**config.mk**
```make
export PLATFORM = sky130hd
export DESIGN_NAME = div_unit
export DESIGN_NICKNAME = d
export VERILOG_FILES = /design/src/rtl/div_unit_pkg.sv /design/src/rtl/div_unit.sv
export SDC_FILE = /design/constraint.sdc
export NUM_CORES = 1
export LEC_CHECK = 0
export ABC_AREA = 1
export CAP_MARGIN = 10
export CELL_PAD_IN_SITES_DETAIL_PLACEMENT = 0
export CELL_PAD_IN_SITES_GLOBAL_PLACEMENT = 1
export CORE_MARGIN = 4
export CORE_UTILIZATION = 35
export DETAILED_ROUTE_END_ITERATION = 16
export GPL_TIMING_DRIVEN = 0
export PLACE_DENSITY_LB_ADDON = 0.15
export SYNTH_ARGS = -nofsm -noshare
export SYNTH_HDL_FRONTEND = slang
export SYNTH_SLANG_ARGS = --single-unit
```
**constraint.sdc**
```tcl
create_clock -name clk -period 4.3 [get_ports clk]
set_input_delay 0.645 -clock clk [delete_from_list [all_inputs] [get_ports clk]]
set_output_delay 0.645 -clock clk [all_outputs]
set_load 0.005 [all_outputs]
```
**src/rtl/div_unit_pkg.sv**
```systemverilog
// Shared constants for the multi-cycle divider: FSM state encodings,
// handshake levels and bus widths.
package div_unit_pkg;

  typedef enum logic [1:0] {
    DivFree   = 2'b00,
    DivByZero = 2'b01,
    DivOn     = 2'b10,
    DivEnd    = 2'b11
  } div_state_e;

  localparam logic DivResultReady    = 1'b1;
  localparam logic DivResultNotReady = 1'b0;
  localparam logic DivStart          = 1'b1;
  localparam logic DivStop           = 1'b0;

  localparam int          RegBusW       = 32;
  localparam int          DoubleRegBusW = 2 * RegBusW;
  localparam logic [31:0] ZeroWord      = 32'h0000_0000;

endpackage

```
**src/rtl/div_unit.sv**
```systemverilog
// Radix-2 restoring divider (DIV/DIVU) with start/ready handshake and annul.
// Optional build macro DIV_EARLY_EXIT_EN shortcuts requests where |dividend| < |divisor|.
module div_unit
  import div_unit_pkg::*;
#(
  parameter int DATA_W = 32,
  parameter int CNT_W  = 6
) (
  input  logic                  clk,
  input  logic                  rst,
  input  logic                  signed_div_i,
  input  logic [DATA_W-1:0]     opdata1_i,
  input  logic [DATA_W-1:0]     opdata2_i,
  input  logic                  start_i,
  input  logic                  annul_i,
  output logic [2*DATA_W-1:0]   result_o,
  output logic                  ready_o
);

  div_state_e            state_q;
  logic [CNT_W-1:0]      cnt_q;
  logic [2*DATA_W:0]     dividend_q;
  logic [DATA_W-1:0]     divisor_q;
  logic                  sign1_q;
  logic                  sign2_q;
  logic                  signed_q;
  logic [2*DATA_W-1:0]   result_q;
  logic                  ready_q;

  logic                  sign1_d;
  logic                  sign2_d;
  logic [DATA_W-1:0]     abs1_d;
  logic [DATA_W-1:0]     abs2_d;
  logic [DATA_W:0]       step_d;
  logic [DATA_W-1:0]     quot_d;
  logic [DATA_W-1:0]     rem_d;
  logic                  accept_d;
  logic                  early_d;

  always_comb begin
    sign1_d  = signed_div_i & opdata1_i[DATA_W-1];
    sign2_d  = signed_div_i & opdata2_i[DATA_W-1];
    abs1_d   = sign1_d ? -opdata1_i : opdata1_i;
    abs2_d   = sign2_d ? -opdata2_i : opdata2_i;
    accept_d = (start_i == DivStart) && !annul_i;
    step_d   = {1'b0, dividend_q[2*DATA_W-1:DATA_W]} - {1'b0, divisor_q};
    // Quotient truncates toward zero; remainder follows the dividend's sign.
    quot_d   = (signed_q & (sign1_q ^ sign2_q)) ? -dividend_q[DATA_W-1:0]
                                                : dividend_q[DATA_W-1:0];
    rem_d    = (signed_q & sign1_q) ? -dividend_q[2*DATA_W:DATA_W+1]
                                    : dividend_q[2*DATA_W:DATA_W+1];
`ifdef DIV_EARLY_EXIT_EN
    early_d  = (abs1_d < abs2_d);
`else
    early_d  = 1'b0;
`endif
  end

  always_ff @(posedge clk) begin
    if (rst) begin
      state_q    <= DivFree;
      cnt_q      <= '0;
      dividend_q <= '0;
      divisor_q  <= '0;
      sign1_q    <= 1'b0;
      sign2_q    <= 1'b0;
      signed_q   <= 1'b0;
      result_q   <= '0;
      ready_q    <= DivResultNotReady;
    end else begin
      case (state_q)
        DivFree: begin
          result_q <= '0;
          ready_q  <= DivResultNotReady;
          if (accept_d) begin
            if (opdata2_i == '0) begin
              state_q <= DivByZero;
            end else begin
              state_q   <= DivOn;
              divisor_q <= abs2_d;
              sign1_q   <= sign1_d;
              sign2_q   <= sign2_d;
              signed_q  <= signed_div_i;
              if (early_d) begin
                // Preload the finished form (q = 0, r = |op1|) and jump straight
                // to the correction cycle, which restores the dividend's sign.
                cnt_q      <= CNT_W'(DATA_W);
                dividend_q <= {abs1_d, {DATA_W{1'b0}}, 1'b0};
              end else begin
                cnt_q      <= '0;
                dividend_q <= {{DATA_W{1'b0}}, abs1_d, 1'b0};
              end
            end
          end
        end

        DivByZero: begin
          state_q    <= DivEnd;
          dividend_q <= '0;
        end

        DivOn: begin
          if (annul_i) begin
            state_q  <= DivFree;
            result_q <= '0;
            ready_q  <= DivResultNotReady;
          end else if (cnt_q != CNT_W'(DATA_W)) begin
            if (step_d[DATA_W]) begin
              dividend_q <= {dividend_q[2*DATA_W-1:0], 1'b0};
            end else begin
              dividend_q <= {step_d[DATA_W-1:0], dividend_q[DATA_W-1:0], 1'b1};
            end
            cnt_q <= cnt_q + CNT_W'(1);
          end else begin
            dividend_q[DATA_W-1:0]          <= quot_d;
            dividend_q[2*DATA_W:DATA_W+1]   <= rem_d;
            cnt_q                           <= '0;
            state_q                         <= DivEnd;
          end
        end

        DivEnd: begin
          result_q <= {dividend_q[2*DATA_W:DATA_W+1], dividend_q[DATA_W-1:0]};
          ready_q  <= DivResultReady;
          if (start_i == DivStop) begin
            state_q  <= DivFree;
            result_q <= '0;
            ready_q  <= DivResultNotReady;
          end
        end

        default: state_q <= DivFree;
      endcase
    end
  end

  assign result_o = result_q;
  assign ready_o  = ready_q;

endmodule

```
==> results by group, run 1 <==
Power
  • Total power: 6.814 mW
  • Pwr dens: 435.5 nW/µm²
  • Pleak: around 7 nW
  • VDD IR-drop max: 0.2655 mV

Floorplan
  • CORE AREA: 36870 µm²
  • Die Y: around 200 µm
  • Die width: 201.8 µm
  • Row count: 70
  • Starting Density: 35.66%
  • Boundary Pins: 134
  • Die area: 40730 µm²

STA
  • Final setup viols: 0
  • Final worst path period need: 2.936 ns
  • Maximum clock frequency: 340.6 MHz
  • Clock skew: 0.01436 ns
  • Setup TNS Final: 0 ns
  • Unrepaired setup endpoints after global routing: false
  • Rel. slew slack: between 30% and 40%
  • Slew @ Worst Pin: ~1.0 ns
  • Pins Over Slew Limit: 0
  • Final hold violation count: 0
  • Final period utilization: 68.28%

Layout
  • Most common cell after layout, fill and taps aside: nand2_1
  • Net count, final: 2493
  • Share of layout cells above drive strength 1: roughly 4.4%
  • Syn-to-layout area delta: 19.00%
  • Non-filler cells, final: between 2000 and 3000
  • ANT cells: 0
  • Most frequent cells in the layout: nand2_1 (615), inv_1 (287), nor2_1 (251), a21oi_1 (249), dfxtp_1 (173)
  • Final core utilization: between 40% and 50%
  • Reg area: 3463 µm²
  • Fillers: 4105
  • Area of the multi-input gates: 8173 µm²

Setup path
  • Arrival @ worst endpoint: 3.25 ns
  • Worst r2r src: dividend_q[32]
  • Worst Path Required: 4.62 ns
  • Critical Path End: dividend_q[42]
  • Element type at the critical path end: register
  • Crit-path max FO: 10
  • R2R Path End: dividend_q[42]
  • WS Path Type: reg2reg
  • Flop2flop setup slack: 1.36 ns
  • Crit. Startpoint: dividend_q[32]
  • Reg2Reg Depth: 16
  • Startpoint types: register

Global route
  • First-pass GRT wire length: between 80000 and 90000 µm
  • GRT Util Overall: 25.14%
  • Final global-route overflow total: 0
  • Initial antenna violation count: 0
  • Largest net degree at the start of global routing: 17
  • Vias in the first global route: around 14000

Clock network
  • CTS buffer count: 17
  • Setup bufs post-CTS: 0
  • Number of gates resized after cts: 0
  • H-tree depth: 4
  • Worst skew pair latency: 0.45 ns
  • Worst-path clk slew: around 0.07 ns
  • Cts hold-fix bufs: 0
  • TritonCTS Sinks: 173
  • Clk buf depth: 2
  • Clock root buffer: clkbuf_16
  • Clock tree from TritonCTS: built

Worst hold path
  • Hold Path Cell Cnt: 2
  • Worst Hold Class: reg2reg

Routing
  • Avg WL per Cell: 18.20 µm
  • DRT Wirelength: 52680 µm
  • DRC Markers: 0
  • Post-DRT Antenna Nets: 0
  • Drt via density: 5.137
  • Via count: ~15000
  • First-pass detailed-route iteration total: 8
  • 1st-iter DRT viols: 1237

Synthesis
  • Post-Syn Nets: 2341
  • Synth Register Bits: 173
  • Synth Cell Area: between 10000 and 15000 µm²
  • Mean Syn Cell Area: about 6 µm²
  • Asr flop ratio synth: 0%
  • Primary FF master, synth: dfxtp_1
  • Synth cell types: 47
  • Seq/Total Area, Yosys: between 20% and 30%
  • Ys Warns: 0
  • Post-Syn Instances: 2226
  • Number of flops mapped to enable cells by yosys: 0

Placed design
  • Post-DP HPWL: between 40000 and 50000 µm
  • Buffers added on ports: 133
  • GP Congestion: 0.9288
  • Placed cells: 2863

Status
  • Outcome: finished, final reports clean

Flow run
  • Max cap viols: 0
## per-layer routing
layer,share of wire [%],track usage [%]
met1,50,38.12
met2,42,37.39
met3,6.0,4.155
met4,1.6,5.273
met5,0,0
## state kept, by name, summed over array words and instances (netlist names)
name / count
ready_o: 1
sign2_q: 1
sign1_q: 1
result_o: 64
state_q: 2
divisor_q: 32
signed_q: 1
cnt_q: 6
dividend_q: 65
## stage by stage
step	area, µm²	worst slack [ns]	hold slack, ns
2_1_floorplan	13150	2.138	0.4302
3_3_place_gp	15110	1.131	0.4544
3_5_place_dp	15110	1.162	0.4587
4_1_cts	15650	1.366	0.4698
5_1_grt	15650	1.133	0.4822
6_report	15650	1.364	0.4662
## synth_stat cells, types with 2 or more instances
master	number	area share, %
a211oi_1	2	0.11
dfxtp_1	173	26
nand2_4	3	0.26
nand4_1	32	1.5
a211oi_2	2	0.19
nand2_2	9	0.43
buf_2	24	0.91
o21ai_1	25	0.95
ha_1	45	4.3
clkbuf_1	42	1.2
o22ai_1	2	0.095
buf_6	8	0.69
nor2_4	2	0.17
nor2_2	11	0.52
buf_4	3	0.17
buf_1	4	0.11
nor2_1	251	7.2
xor2_1	41	2.7
nand3_1	171	6.5
inv_1	287	8.2
nor3_2	3	0.23
nand2_1	615	18
a21o_1	4	0.23
a21oi_1	249	9.5
a31oi_1	12	0.57
nor3_1	20	0.76
or2_2	2	0.095
nand3b_1	9	0.51
inv_2	6	0.17
o21bai_1	4	0.23
xnor2_1	18	1.2
nor4_1	3	0.14
o211ai_1	18	1.0
a21oi_2	3	0.20
o21ai_0	111	4.2
## worst max-delay path, stage by stage (launching register included)
cell     delay [ns]
dfxtp_1        0.37
inv_1          0.09
ha_1           0.22
fa_1           0.36
inv_1          0.07
nand2_1        0.09
nand2_1        0.15
nand3_1        0.10
nand2_1        0.18
nand2_1        0.09
nand2_2        0.13
nand2_2        0.10
a21oi_2        0.35
buf_4          0.26
nand2_1        0.09
nand3_1        0.09
a21oi_1        0.07
## logic make-up (layout without fill, tap and decap cells)
| logic type | Yosys count | count (layout) | synth area share [%] |
|---|---|---|---|
| buf+inv | 375 | 539 | 11.50 |
| fa+ha+maj | 46 | 46 | 4.435 |
| simple gates | 1135 | 1135 | 36.08 |
| xor+xnor | 59 | 59 | 3.930 |
| compound gates | 438 | 438 | 17.72 |
| flops | 173 | 173 | 26.34 |
## how the worst min path moves through the flow
stage                 start           end  slack [ns]
2_1_floorplan  divisor_q[6]  divisor_q[6]        0.43
3_3_place_gp   result_o[46]  result_o[46]        0.45
3_5_place_dp   result_o[60]  result_o[60]        0.46
4_1_cts        result_o[48]  result_o[48]        0.47
5_1_grt        result_o[48]  result_o[48]        0.48
6_report       result_o[19]  result_o[19]        0.47
## power breakdown
group / switching, mW / internal (mW) / leakage, nW
Sequential: 0.248 / 1.82 / 1.41
Clock: 0.701 / 0.761 / 0.245
Combinational: 2.33 / 0.958 / 5.33
## final cells by class
cell class / instances / area share, %
clock buffers: 21 / 2.879
flip-flops and latches: 173 / 22.14
inverters: 294 / 7.069
plain buffers: 81 / 2.591
repair buffers: 133 / 8.509
multi-input cells: 1678 / 52.23
clock inverters: 10 / 0.5518
well taps: 504 / 4.030
Power figures use the tool's default switching activity.
==> inputs of run 2 (changes only) <==
clock period = 3 ns   (was 4.3 ns; I/O delays follow)
==> run 2 against run 1 <==
Flip-flop and latch count is the same. Combinational power increased by 44%. Worst setup slack lost 1.2 ns. Clock skew shrank 0.00060 ns. Critical path depth is 1 higher. Sequential share of layout area hardly changed. Cell area up 0.20%. Die area unchanged. Power up 44%. Register-to-register slack worse by 1.2 ns. Highest routed layer unchanged.
==> results by group, run 2 (same netlist as run 1, synthesis figures left out) <==
STA
  • Unrepaired setup endpoints after global routing: false
  • Setup TNS Final: 0 ns (unchanged)
  • Maximum clock frequency: 357.8 MHz (+5.0%)
  • Pins Over Slew Limit: 0 (unchanged)
  • WHS: 0.4666 ns (+0.0004410 ns)
  • Rel. slew slack: 33.66% (+0.44 points)
  • Final hold violation count: 0 (unchanged)
  • Final worst path period need: 2.795 ns (-0.1408 ns)
  • Slew @ Worst Pin: 0.9951 ns (-0.006560 ns)
  • Clock skew: 0.01376 ns (-0.0006016 ns)
  • Final setup viols: 0 (unchanged)
  • Final period utilization: 93.17% (+25 points)

Routing
  • Met3 wire length: 3194 µm (+0.38%)
  • Post-DRT Antenna Nets: 0 (unchanged)
  • Max Used Layer: met4
  • Routed length on met2: 22330 µm (+1.1%)
  • M1 wire length: 26540 µm (about the same)
  • Drt via density: 5.115 (-0.43%)
  • Avg WL per Cell: 18.22 µm (+0.11%)
  • DRC Markers: 0 (unchanged)
  • DRT Wirelength: 52770 µm (+0.18%)
  • First-pass detailed-route iteration total: 6 (-2)
  • 1st-iter DRT viols: 1197 (-3.2%)
  • Via count: 14810 (-0.36%)

Global route
  • Final global-route overflow total: 0 (unchanged)
  • Initial antenna violation count: 0 (unchanged)
  • First-pass GRT wire length: 80470 µm (unchanged)
  • GRT Util Overall: 25.14% (unchanged)
  • Vias in the first global route: 13760 (unchanged)
  • Largest net degree at the start of global routing: 17 (unchanged)

Placed design
  • Buffers added on ports: 133 (unchanged)
  • Post-DP HPWL: 42640 µm (unchanged)
  • GP Congestion: 0.9288 (unchanged)
  • Placed cells: 2863 (unchanged)

Layout
  • Area of the multi-input gates: 8183 µm² (+0.12%)
  • Share of layout cells above drive strength 1: 4.599% (+0.21 points)
  • Reg area: 3463 µm² (unchanged)
  • Largest register FFs: 65 (unchanged)
  • Non-filler cells, final: 2896 (+0.069%)
  • Most common cell after layout, fill and taps aside: nand2_1
  • Fillers: 4101 (-0.097%)
  • Most flop-heavy register: dividend_q
  • Syn-to-layout area delta: 19.24%
  • ANT cells: 0 (unchanged)
  • Most frequent cells in the layout: nand2_1 (614), inv_1 (287), nor2_1 (251), a21oi_1 (249), dfxtp_1 (173)
  • Net count, final: 2495 (+0.080%)

Floorplan
  • CORE AREA: 36870 µm² (unchanged)
  • Starting Density: 35.66% (unchanged)
  • Die area: 40730 µm² (unchanged)
  • Row count: 70 (unchanged)
  • Die width: 201.8 µm (unchanged)
  • Die Y: 201.8 µm (unchanged)
  • Boundary Pins: 134 (unchanged)

Setup path
  • Cell Chain, Critical Path: inv_1 -> ha_1 -> fa_1 -> inv_1 -> nand2_1 -> nand2_1 -> nand3_1 -> nand2_2 -> nand2_1 -> nand2_2 -> nand2_2 -> a21oi_4 -> buf_4 -> nand2_1 -> nand3_1 -> nand2_1 -> a21oi_1
  • Worst r2r src: dividend_q[32]
  • Number of cells on the critical path: 17 (+1)
  • CP top delay family: simple AND/OR/NAND/NOR gates
  • Startpoint types: register
  • Crit-path max FO: 5 (-5)
  • Top cell by count, worst path: nand2_1
  • WS Path Type: reg2reg
  • R2R Path End: dividend_q[54]
  • Slowest Stage Delay on Critical Path: 0.36 ns (about the same)
  • Arrival @ worst endpoint: 3.17 ns (-0.08 ns)
  • CP max-delay cell: dfxtp_1
  • Element type at the critical path end: register
  • WP buf/inv: 3 (unchanged)
  • Reg2Reg Depth: 17 (+1)
  • Flop2flop setup slack: 0.20 ns (-1.16 ns)
  • Worst Path Required: 3.38 ns (-1.24 ns)

Worst hold path
  • Hold worst-path end: result_o[19]
  • Hold Path Cell Cnt: 2 (unchanged)
  • Worst Hold Class: reg2reg
  • Hold Startpoint: result_o[19]

Clock network
  • Worst skew pair latency: 0.45 ns (about the same)
  • H-tree depth: 4 (unchanged)
  • Clock tree from TritonCTS: built
  • Clk buf depth: 2 (unchanged)
  • TritonCTS Sinks: 173 (unchanged)
  • Clock root buffer: clkbuf_16
  • Cts hold-fix bufs: 0 (unchanged)
  • Worst-path clk slew: 0.07 ns (about the same)
  • CTS buffer count: 17 (unchanged)

Power
  • Pleak: 7.005 nW (+0.27%)
  • Pwr dens: 623.9 nW/µm² (+43%)
  • VDD IR-drop max: 0.3800 mV (+43%)
  • Logic pwr share: 48.3% (about the same)
  • Net Sw Frac: 48.09% (about the same)
  • Cell internal pwr: 5.078 mW (+43%)
  • Total power: 9.782 mW (+44%)
  • Seq pwr share: 30.3% (about the same)
  • Clock power share: 21.4% (about the same)
  • Switching power: 4.704 mW (+44%)

Flow run
  • Max cap viols: 0 (unchanged)

Status
  • Outcome: finished, final reports clean
==> run 2: area by class of cell <==
type	count	area share, %
buffer	81	2.626
clock buffer	21	2.873
clock inverter	10	0.5507
inverter	294	7.055
multi-input combinational	1678	52.19
sequential	173	22.09
tap	504	4.022
timing repair buffer	135	8.587
==> run 2: worst max-delay path by stage <==
stage | from | endpoint
2_1_floorplan | dividend_q[32] | dividend_q[33]
3_3_place_gp | signed_div_i | dividend_q[27]
3_5_place_dp | signed_div_i | dividend_q[27]
4_1_cts | dividend_q[32] | dividend_q[43]
5_1_grt | dividend_q[32] | dividend_q[60]
6_report | dividend_q[32] | dividend_q[54]
==> run 2: what timing repair did <==
| item | 4_1_cts | 5_1_grt |
|---|---|---|
| endpoints found under the setup margin | 0 | 15 |
| buffers inserted | 0 | 2 |
| resized for setup | 0 | 7 |
==> run 2: power groups by stage <==
stage / Combinational, mW / Clock, mW / Sequential [mW]
after floorplan: 3.17 / 0 / 2.87
after global placement: 4.60 / 0 / 3.00
after detailed placement: 4.61 / 0 / 3.00
after CTS: 4.63 / 2.13 / 2.95
after global routing: 5.23 / 2.23 / 3.00
final: 4.72 / 2.10 / 2.96
==> run 2: tightest hold or removal path: cells and delay by family, from the launching register on <==
| kind | cells | cell delay (ns) |
|---|---|---|
| AOI/OAI and AO/OA | 1 | 0.05 |
| DFF | 1 | 0.31 |
| and+or+nand+nor | 1 | 0.06 |
==> run 2: routing by layer <==
metal | vias to the layer above | GRT usage, %
met3 | 44 | 4.155
met2 | 442 | 37.39
li1 | 7501 | -
met5 | - | 0
met1 | 6826 | 38.12
met4 | 0 | 5.273
==> run 2: metrics by stage <==
step                      utilization [%]  setup WS, ns  area (µm²)
after floorplan                         -        0.8376       13150
after global placement              40.98       0.02590       15110
after detailed placement            40.98       0.05709       15110
after CTS                           42.43       0.06648       15650
after global routing                42.52       0.04733       15680
final                               42.52        0.2049       15680
